**src/rtl/concat_pack_pkg.sv**
```systemverilog
`default_nettype none
// ============================================================================
//  Module      : concat_pack_pkg
//  Description : Shared state encodings, width helper and lane mapping for the
//                concat_pack serial-to-parallel packer.
//  Revision    : 1.0 - initial release
// ============================================================================
package concat_pack_pkg;

  // Packer state: collecting beats, or presenting a finished word
  typedef enum logic [0:0] {
    ST_FILL = 1'b0,
    ST_HOLD = 1'b1
  } state_t;

  // Ceiling log2, used for the fill counter width (value >= 2 in practice)
  function automatic int clog2(input int value);
    int r;
    r = 0;
    for (int v = value - 1; v > 0; v = v >> 1) begin
      r = r + 1;
    end
    return r;
  endfunction

  // Map a beat's position within the word to its physical lane
  function automatic int lane_index(input int cnt, input logic order, input int lanes);
    return order ? (lanes - 1 - cnt) : cnt;
  endfunction

endpackage : concat_pack_pkg
`default_nettype wire

```
**src/rtl/concat_pack.sv**
```systemverilog
`default_nettype none
// ============================================================================
//  Module      : concat_pack
//  Description : Packs NUM_LANES beats of LANE_W bits into one word, with
//                run-time lane ordering and zero-padded partial flush.
//  Revision    : 1.0 - initial release
// ============================================================================
module concat_pack
  import concat_pack_pkg::*;
#(
  parameter int LANE_W    = 1,
  parameter int NUM_LANES = 2,
  localparam int OUT_W    = LANE_W * NUM_LANES,
  localparam int CNT_W    = clog2(NUM_LANES + 1)
) (
  input  logic             clk,
  input  logic             rst,
  input  logic [LANE_W-1:0] in_data,
  input  logic             in_valid,
  output logic             in_ready,
  input  logic             msb_first,
  input  logic             flush,
  output logic [OUT_W-1:0] out_data,
  output logic             out_valid,
  input  logic             out_ready,
  output logic [CNT_W-1:0] out_count
);

  localparam logic [CNT_W-1:0] LAST_CNT = CNT_W'(NUM_LANES - 1);
  localparam logic [CNT_W-1:0] FULL_CNT = CNT_W'(NUM_LANES);

  state_t           state, state_n;
  logic [CNT_W-1:0] count, count_n;
  logic [OUT_W-1:0] data_r, data_n;
  logic [CNT_W-1:0] ocount_r, ocount_n;
  logic             order_r, order_n;

  logic             accept;
  logic             take_beat;
  logic             beat_order;
  logic [OUT_W-1:0] packed_word;
  int               lane_sel;

  assign in_ready  = !rst && (state == ST_FILL || out_ready);
  assign accept    = in_valid && in_ready;
  assign out_valid = (state == ST_HOLD);
  assign out_data  = data_r;
  assign out_count = ocount_r;

  // Next-state logic: lane placement, completion, flush and hand-off
  always_comb begin
    state_n     = state;
    count_n     = count;
    data_n      = data_r;
    ocount_n    = ocount_r;
    order_n     = order_r;
    take_beat   = 1'b0;

    // First beat of a word latches the order and starts from a clean word;
    // in HOLD the counter is already zero so this also covers hand-off beats.
    beat_order  = (count == '0) ? msb_first : order_r;
    packed_word = (count == '0) ? '0 : data_r;
    lane_sel    = lane_index(int'(count), beat_order, NUM_LANES);
    for (int i = 0; i < NUM_LANES; i++) begin
      if (lane_sel == i) begin
        packed_word[i*LANE_W +: LANE_W] = in_data;
      end
    end

    unique case (state)
      ST_FILL: begin
        if (accept) begin
          take_beat = 1'b1;
        end else if (flush && count != '0) begin
          state_n  = ST_HOLD;
          ocount_n = count;
          count_n  = '0;
        end
      end
      ST_HOLD: begin
        if (out_ready) begin
          state_n = ST_FILL;
          if (accept) begin
            take_beat = 1'b1;
          end
        end
      end
      default: state_n = ST_FILL;
    endcase

    if (take_beat) begin
      data_n  = packed_word;
      order_n = beat_order;
      if (count == LAST_CNT) begin
        state_n  = ST_HOLD;
        ocount_n = FULL_CNT;
        count_n  = '0;
      end else if (flush && state == ST_FILL) begin
        state_n  = ST_HOLD;
        ocount_n = count + CNT_W'(1);
        count_n  = '0;
      end else begin
        count_n  = count + CNT_W'(1);
      end
    end
  end

  // State register with synchronous reset discarding any partial/held word
  always_ff @(posedge clk) begin
    if (rst) begin
      state    <= ST_FILL;
      count    <= '0;
      data_r   <= '0;
      ocount_r <= '0;
      order_r  <= 1'b0;
    end else begin
      state    <= state_n;
      count    <= count_n;
      data_r   <= data_n;
      ocount_r <= ocount_n;
      order_r  <= order_n;
    end
  end

endmodule : concat_pack
`default_nettype wire
```
**config.mk**
```make
export PLATFORM = sky130hd
export DESIGN_NAME = concat_pack
export DESIGN_NICKNAME = d
export VERILOG_FILES = /design/src/rtl/concat_pack_pkg.sv /design/src/rtl/concat_pack.sv
export SDC_FILE = /design/constraint.sdc
export NUM_CORES = 1
export LEC_CHECK = 0
export ABC_AREA = 1
export BUFFER_PORTS_ARGS = -buffer_cell sky130_fd_sc_hd__buf_2
export CORE_AREA = 2 2 39 41
export CTS_CLUSTER_SIZE = 16
export DETAILED_ROUTE_END_ITERATION = 6
export DIE_AREA = 0 0 41 43
export MAX_ROUTING_LAYER = met4
export PLACE_DENSITY = 0.7
export RECOVER_POWER = 100
export SLEW_MARGIN = 20
export SYNTH_ARGS = -nofsm -noshare
export SYNTH_HDL_FRONTEND = slang
export SYNTH_SLANG_ARGS = --single-unit
```
**constraint.sdc**
```tcl
create_clock -name clk -period 3.35 [get_ports clk]
set_clock_uncertainty 0.05 [all_clocks]
set_input_delay 0.67 -clock clk [delete_from_list [all_inputs] [get_ports clk]]
set_output_delay 0.67 -clock clk [all_outputs]
set_load 0.02 [all_outputs]
```
==> impl_metrics.yaml, run 1 <==
clock_tree:
  cts_sinks: 8
  cts_setup_buffers: 0
  root_buffer: "clkbuf_4"
  clock_path_buffers: 2
  htreeDepth: 1
  cts_tree: "done"
  numCtsBuffers: 3
  cts-hold-fix-buffers: 0
  cts_resized: 0
  insertion_delay_ns: 0.26
  path_clk_slew_ns: 0.06
logic_synthesis:
  yosys-top-cells-count: "nand2_1 (20), a21oi_1 (9), inv_1 (9), dfxtp_1 (8), nand3_1 (7)"
  synth_compound_area_share_pct: 16.1
  synth_nets: 84
  async_flop_share_pct: 0
  yosysTopAreaCell: "dfxtp_1"
  muxShareOfSynthArea_pct: 0
  synth_top_family_by_area: "simple AND/OR/NAND/NOR gates"
  yosys.area_share.simple_pct: 35.7
  ys_warn_count: 0
  synthAdderAreaFrac_pct: 5.10
  synth_top_area_share_pct: 32.7
  synth.most_common_cell: "nand2_1"
  synth_cell_types: 17
  synth_ff_type: "dfxtp_1"
  avgSynthCellArea_um2: 6.54
  synthCells: 75
  yosysSeqAreaShare_pct: 32.7
  synth_edf_count: 0
  netlist_top_cells_area: "dfxtp_1 (33%), nand2_1 (15%), a21oi_1 (9.2%)"
  synth_xor_area_share_pct: 0
  syn_area_um2: 490
  synth_seq_cells: 8
detailed_routing:
  first_iter_violations: 20
  ant_nets: 0
  vias: 504
  routed_wl_um: 1040
  wl_per_cell_um: 9.80
  routed_via_density: 4.75
  drcViolationCount: 0
  dr.pass1.iters: 4
global_route:
  grt_pass1_wl_um: 1820
  overflow: 0
  track_usage_pct: 15.9
  grt_max_degree: 9
  first_global_vias: 454
  antenna_found_initial: 0
worst_setup_path:
  end_kind: "primary output"
  startpoint_type: "input port"
  path_class: "in -> out"
  worstPathMaxFanout: 7
  critPathRequiredTime_ns: 2.63
  reg2reg_setup_slack_ns: 1.75
  r2r_start: "count[0]"
  critPathLaunch: "rst"
  arrival_ns: 1.17
sta:
  finalCritPeriodShare_pct: 56.5
  max_clock_freq_mhz: 529
  timing.final.crit_period_ns: 1.89
  rsz0062_at_grt: "false"
  setup_viol: 0
  tns_ns: 0
  tightest_slew_ns: 0.275
  finalHoldViolations: 0
  slew_violations: 0
  relSlewSlack_pct: 81.8
  finalWorstSetupSlack_ns: 1.46
floorplanning:
  ios: 13
  die_x_um: 41
  start_util_pct: 35.4
  dieArea_um2: 1760
  row_count: 14
  core_um2: 1380
  die_y_um: 43
power_and_ir_drop:
  vdd_ir_drop_max_uv: 176
  cellPowerDensity_nw_per_um2: 406
  leakage_nw: 0.252
  total_power_mw: 0.237
cells_and_area:
  n_antenna_cell: 0
  num-fill-cells: 150
  final_net_count: 101
  drive_gt1_share_pct: 15.6
  area_growth_pct: 18.9
placement:
  place_hpwl_um: 793
  port_buffers: 12
  place_ws_ns: 1.53
  place_congestion: 0.801
worst_hold_path:
  hold_start: "out_data[1]"
  worstHoldPathType: "reg -> reg"
status:
  outcome: "complete, no violations"
flow_run:
  max_cap_viol_count: 0
-- state kept, by name, summed over array words and instances, names as in the netlist --
name       flops
count          2
order_r        1
out_count      2
out_data       2
out_valid      1
-- cell families (layout without fill, tap and decap cells) --
group	count (synthesis)	count (layout)
buf+inv	13	28
flops	8	8
compound gates	15	15
simple gates	37	37
fa+ha+maj	2	2
-- through the flow --
| step | area (um^2) | hold slack, ns | std cells | util, % |
|---|---|---|---|---|
| after floorplan | 490 | 0.387 | 75 | - |
| after global placement | 571 | 0.398 | 103 | 41.2 |
| after detailed placement | 571 | 0.405 | 103 | 41.2 |
| after CTS | 593 | 0.416 | 106 | 42.9 |
| after global routing | 583 | 0.430 | 106 | 42.1 |
| final | 583 | 0.412 | 106 | 42.1 |
-- metal layers --
metal  vias up  track usage [%]  part of all wire, %
met3         4             4.71                  6.0
met2        16             20.0                   44
met1       209             21.4                   48
met5         -                -                    0
met4         0             10.0                  2.4
li1        275                -                    -
-- path summary, 6_finish.rpt --
kind                       to  depth (start not counted)
setup / recovery     in_ready                          3
hold / removal    out_data[1]                          2
setup reg to reg  out_data[0]                          9
hold reg to reg   out_data[1]                          2
-- report_power, final --
part | internal, mW | switching [mW] | total (mW) | leakage [nW]
clock network | 0.0413 | 0.0375 | 0.0788 | 0.0138
logic | 0.0183 | 0.0349 | 0.0532 | 0.173
registers | 0.101 | 0.00393 | 0.105 | 0.0653
-- critical path, stage by stage --
cell,delay [ns]
buf_2,0.14
a21oi_1,0.12
clkbuf_1,0.24
-- cell usage in the layout, fill, tap and decap left out --
master and count:
nand2_1 21, inv_4 1, a31oi_1 1, ha_1 2, buf_2 6, nand3_1 7
a21oi_1 9, nand2_2 1, o21ai_0 4, inv_2 1, nand3_2 1, dfxtp_1 8
nor2_1 5, clkbuf_4 3, clkbuf_1 6, a22oi_1 1, inv_1 11, nand4_1 1
nand3_4 1
-- layout make-up --
class                      count  area (um^2)  share of cell area, %
multi-input combinational     54          277                   47.4
sequential                     8          160                   27.5
timing repair buffer          12         52.6                   9.01
inverter                      13         51.3                   8.80
clock buffer                   3         22.5                   3.86
tap                           16         20.0                   3.43
Power figures use the tool's default switching activity.
==> run 2, diff against run 1 <==
- ABC_AREA: 1 -> 0
- PLACE_DENSITY: 0.7 -> 0.74
- clock period: 3.35 -> 1.5 ns (I/O delays scaled with it)
==> run 2 against run 1 <==
  * The run now ends with negative setup slack left
  * Sequential power up 120%
  * Setup slack worse by 1.6 ns
  * First-iteration DRC count down 45%
  * Synthesized cell count down 19%
  * Cell area up 21%
  * Largest power group unchanged
  * Sequential share of layout area down 4.0 points
  * Total power up 140%
  * Clock power up 130%
  * Worst hold slack worse by 0.13 ns
  * Critical path depth up 3
==> impl_metrics.yaml, run 2 <==
logic_synthesis:
  yosys-top-cells-count: "a21oi_1 (8), dfxtp_1 (8), nand3_1 (5), nor2_1 (5), o21ai_0 (5)"
  synth_nets: 70
  synth_compound_area_share_pct: 28.3
  synthAdderAreaFrac_pct: 4.93
  avgSynthCellArea_um2: 8.33
  synth_cell_types: 24
  synth_edf_count: 0
  yosys.area_share.simple_pct: 22.2
  netlist_top_cells_area: "dfxtp_1 (32%), a21oi_1 (7.9%), ha_1 (4.9%)"
  synthCells: 61
  ys_warn_count: 0
  yosysSeqAreaShare_pct: 31.5
  synth_xor_area_share_pct: 3.45
  async_flop_share_pct: 0
  synth_top_family_by_area: "compound AO/OA/AOI/OAI gates"
  syn_area_um2: 508
  muxShareOfSynthArea_pct: 4.43
  synth_top_area_share_pct: 31.5
  synth_ff_type: "dfxtp_1"
  synth_seq_cells: 8
  yosysTopAreaCell: "dfxtp_1"
clock_tree:
  insertion_delay_ns: 0.27
  cts_setup_buffers: 0
  htreeDepth: 1
  clock_path_buffers: 2
  numCtsBuffers: 3
  root_buffer: "clkbuf_4"
  cts_tree: "done"
  cts-hold-fix-buffers: 0
  path_clk_slew_ns: 0.06
  cts_sinks: 8
global_route:
  track_usage_pct: 18.8
  grt_max_degree: 11
  first_global_vias: 493
  antenna_found_initial: 0
  overflow: 0
  grt_pass1_wl_um: 2120
sta:
  finalWorstSetupSlack_ns: -0.112
  finalHoldViolations: 0
  max_clock_freq_mhz: 620
  slew_violations: 0
  holdWs_ns: 0.282
  tns_ns: -0.112
  tightest_slew_ns: 0.249
  finalCritPeriodShare_pct: 107
  relSlewSlack_pct: 83.4
  rsz0062_at_grt: "true"
  timing.final.crit_period_ns: 1.61
  setup_viol: 1
placement:
  placed_cell_area_um2: 668
  port_buffers: 12
  place_hpwl_um: 967
  place_ws_ns: -0.153
  place_congestion: 0.832
floorplanning:
  row_count: 14
  die_y_um: 43
  dieArea_um2: 1760
  die_x_um: 41
  core_um2: 1380
  ios: 13
  start_util_pct: 36.7
worst_setup_path:
  path_class: "reg -> reg"
  arrival_ns: 1.77
  critPathRequiredTime_ns: 1.66
  startpoint_type: "flop"
  cp_slowest_stage_delay_ns: 0.51
  worstPathMaxFanout: 2
  cp_slowest_cell: "or4b_4"
  cp_cell_sequence: "inv_4, ha_4, mux2i_4, xnor2_2, or4b_4, a21oi_2"
  end_kind: "flop"
cells_and_area:
  n_antenna_cell: 0
  layout_common_cells: "buf_4 (10), a21oi_1 (8), clkbuf_1 (6), buf_2 (6), dfxtp_1 (6)"
  drive_gt1_share_pct: 37.6
  finish.instance_area_um2: 703
  area_growth_pct: 38.4
  final_net_count: 95
  final_common_cell: "buf_4"
status:
  outcome: "finished with violations"
  violations: "negative setup slack"
power_and_ir_drop:
  leakage_nw: 0.283
  cellPowerDensity_nw_per_um2: 793
  vdd_ir_drop_max_uv: 392
  total_power_mw: 0.558
detailed_routing:
  wl_per_cell_um: 12.7
  vias: 555
  drcViolationCount: 0
  routed_via_density: 5.50
  dr.pass1.iters: 4
  ant_nets: 0
  routed_wl_um: 1280
  first_iter_violations: 11
worst_hold_path:
  worstHoldPathType: "in -> reg"
flow_run:
  max_cap_viol_count: 0
run 2: cell types whose count changed after synthesis, moves of 2 or more:
cell and delta:
o21ai_1 -2, nor2b_1 +3, nand2b_1 +3, xnor2_1 +2
inv_2 -2, o211ai_1 +3, nand2_1 -17, inv_1 -7
o21ai_0 +3, nand2_2 -2, nand3_1 -2
run 2: power by group:
| part | internal (mW) | leakage [nW] | switching (mW) |
|---|---|---|---|
| Clock | 0.102 | 0.0150 | 0.0822 |
| Combinational | 0.0658 | 0.202 | 0.0755 |
| Sequential | 0.223 | 0.0663 | 0.00947 |
run 2: area by class of cell:
type / instances / area [um^2]
clock buffer: 4 / 26.3
fill: 141 / 681
inverter: 3 / 13.8
multi-input combinational: 48 / 349
sequential: 8 / 165
tap: 16 / 20.0
timing repair buffer: 22 / 129
run 2: worst paths after layout:
check / cells past startpoint / slack (ns) / start / to
worst max-delay path: 6 / -0.11 / count[0] / out_data[1]
worst min-delay path: 3 / 0.28 / in_data / out_data[0]
worst max register to register: 6 / -0.11 / count[0] / out_data[1]
worst min register to register: 2 / 0.43 / out_data[0] / out_data[0]
run 2: per-layer routing:
layer  part of all wire, %  routed length [um]  global-route usage, %
met3                   7.1                  91                   7.85
met4                   1.8                  23                   8.00
met5                     0                   0                      -
met1                    41                 529                   21.5
met2                    50                 634                   27.8
run 2: metrics by stage:
stage | utilization (%) | instances
5_1_grt | 50.8 | 101
6_report | 50.8 | 101
3_3_place_gp | 48.3 | 97
3_5_place_dp | 48.3 | 97
2_1_floorplan | - | 61
4_1_cts | 50.9 | 101
run 2: repair_timing:
action                                  4_1_cts  5_1_grt
gates resized for setup                       2        2
pin swaps                                     3        0
endpoints found under the setup margin        2        4
run 2: worst max-delay path, delay by kind of cell, from the launching register on:
kind | cells | cell delay, ns
AO/OA/AOI/OAI | 1 | 0.11
XOR/XNOR | 1 | 0.14
adder cells (fa/ha/maj) | 1 | 0.16
buffers and inverters | 1 | 0.04
flip-flops | 1 | 0.36
multiplexers | 1 | 0.18
AND/OR/NAND/NOR | 1 | 0.51
run 2: cell families after synthesis:
group | after synthesis
compound gates | 22
simple gates | 21
flops | 8
buf+inv | 5
xor+xnor | 2
fa+ha+maj | 2
mux | 1
==> run 3, diff against run 2 <==
--- a/constraint.sdc
+++ b/constraint.sdc
@@ -4,2 +4,2 @@
 set_output_delay 0.3 -clock clk [all_outputs]
-set_load 0.02 [all_outputs]
+set_load 0.1 [all_outputs]
==> run 3 against run 2 <==
  * The flow still finishes with violations (negative setup slack)
  * Total power rose by 17%
  * Setup slack improved by 0.0032 ns
  * Cell area rose by 5.2%
  * Core utilization rose by 2.6 points
  * Sequential cell count did not move
  * Largest power group unchanged
==> impl_metrics.yaml, run 3 (same netlist as run 2, synthesis figures left out) <==
worst_setup_path:
  cp_cell_sequence: "inv_4, ha_4, mux2i_4, xnor2_2, or4b_4, a21oi_2"
  startpoint_type: "flop"
  cp_slowest_cell: "or4b_4"
  worstPathMaxFanout: 2
  cp_slowest_stage_delay_ns: 0.51
  end_kind: "flop"
  critPathRequiredTime_ns: 1.67
  path_class: "reg -> reg"
  arrival_ns: 1.78
detailed_routing:
  ant_nets: 0
  wl_per_cell_um: 13.4
  routed_wl_um: 1370
  vias: 537
  first_iter_violations: 20
  dr.pass1.iters: 4
  drcViolationCount: 0
  routed_via_density: 5.26
global_route:
  overflow: 0
  antenna_found_initial: 0
  first_global_vias: 500
  grt_max_degree: 11
  track_usage_pct: 21.2
  grt_pass1_wl_um: 2370
power_and_ir_drop:
  vdd_ir_drop_max_uv: 515
  cellPowerDensity_nw_per_um2: 879
  leakage_nw: 0.312
floorplanning:
  die_y_um: 43
  ios: 13
  core_um2: 1380
  start_util_pct: 36.7
  die_x_um: 41
  dieArea_um2: 1760
  row_count: 14
cells_and_area:
  layout_common_cells: "buf_4 (11), a21oi_1 (8), buf_2 (6)"
  final_util_pct: 53.4
  area_growth_pct: 45.6
  finish.instance_area_um2: 739
  n_antenna_cell: 0
  drive_gt1_share_pct: 47.7
  final_common_cell: "buf_4"
  final_net_count: 96
clock_tree:
  cts_tree: "done"
  clock_path_buffers: 2
  insertion_delay_ns: 0.28
  htreeDepth: 1
  numCtsBuffers: 3
  root_buffer: "clkbuf_4"
  path_clk_slew_ns: 0.07
  cts_sinks: 8
sta:
  finalWorstSetupSlack_ns: -0.109
  tns_ns: -0.109
  relSlewSlack_pct: 63.3
  setup_viol: 1
  finalCritPeriodShare_pct: 107
  tightest_slew_ns: 0.552
  max_clock_freq_mhz: 621
  rsz0062_at_grt: "true"
  holdWs_ns: 0.254
  finalHoldViolations: 0
  slew_violations: 0
  timing.final.crit_period_ns: 1.61
status:
  violations: "negative setup slack"
  outcome: "finished with violations"
flow_run:
  max_cap_viol_count: 0
worst_hold_path:
  worstHoldPathType: "in -> reg"
placement:
  placed_cell_area_um2: 696
  port_buffers: 12
  place_hpwl_um: 1050
  place_congestion: 0.870
[run 3: timing repair]
action	CTS	global route
pin swaps	4	1
endpoints found under the hold margin	0	0
endpoints found under the setup margin	2	2
resized for setup	2	0
hold buffers	0	0
setup buffers	1	0
[run 3: final cells by class]
class                           instances  area (um^2)
Clock buffer                            4         26.3
Fill cell                             128          644
Inverter                                3         13.8
Multi-Input combinational cell         48          352
Sequential cell                         8          170
Tap cell                               16         20.0
Timing Repair Buffer                   23          158
[run 3: report_power, final]
part | internal, mW | leakage, nW | total, mW | switching [mW]
clock | 0.103 | 0.0150 | 0.206 | 0.103
combinational | 0.0781 | 0.229 | 0.213 | 0.135
sequential | 0.222 | 0.0675 | 0.231 | 0.00853
total | 0.404 | 0.312 | 0.650 | 0.246
[run 3: path summary, 6_finish.rpt]
kind	from	endpoint	slack (ns)	cells past startpoint
setup / recovery	count[0]	out_data[1]	-0.11	6
hold / removal	in_data	out_data[0]	0.25	3
setup reg to reg	count[0]	out_data[1]	-0.11	6
hold reg to reg	out_data[0]	out_data[0]	0.46	2
[run 3: metrics by stage]
stage	instances	setup WS (ns)	total power, mW
after floorplan	61	-0.255	0.379
after global placement	97	-0.117	0.434
after detailed placement	97	-0.151	0.438
after CTS	102	-0.123	0.648
after global routing	102	-0.159	0.672
final	102	-0.109	0.650
[run 3: per-layer routing]
layer	up-vias	track usage [%]	wire (um)
li1	273	-	-
met1	244	27.7	624
met2	17	29.1	669
met3	3	6.28	45
met4	0	10.0	31
met5	-	-	0
[run 3: critical path, delay by kind of cell (launching register included)]
family          cells  cell delay, ns
flops               1            0.36
fa+ha+maj           1            0.16
compound gates      1            0.11
xor+xnor            1            0.14
mux                 1            0.18
simple gates        1            0.51
buf+inv             1            0.04
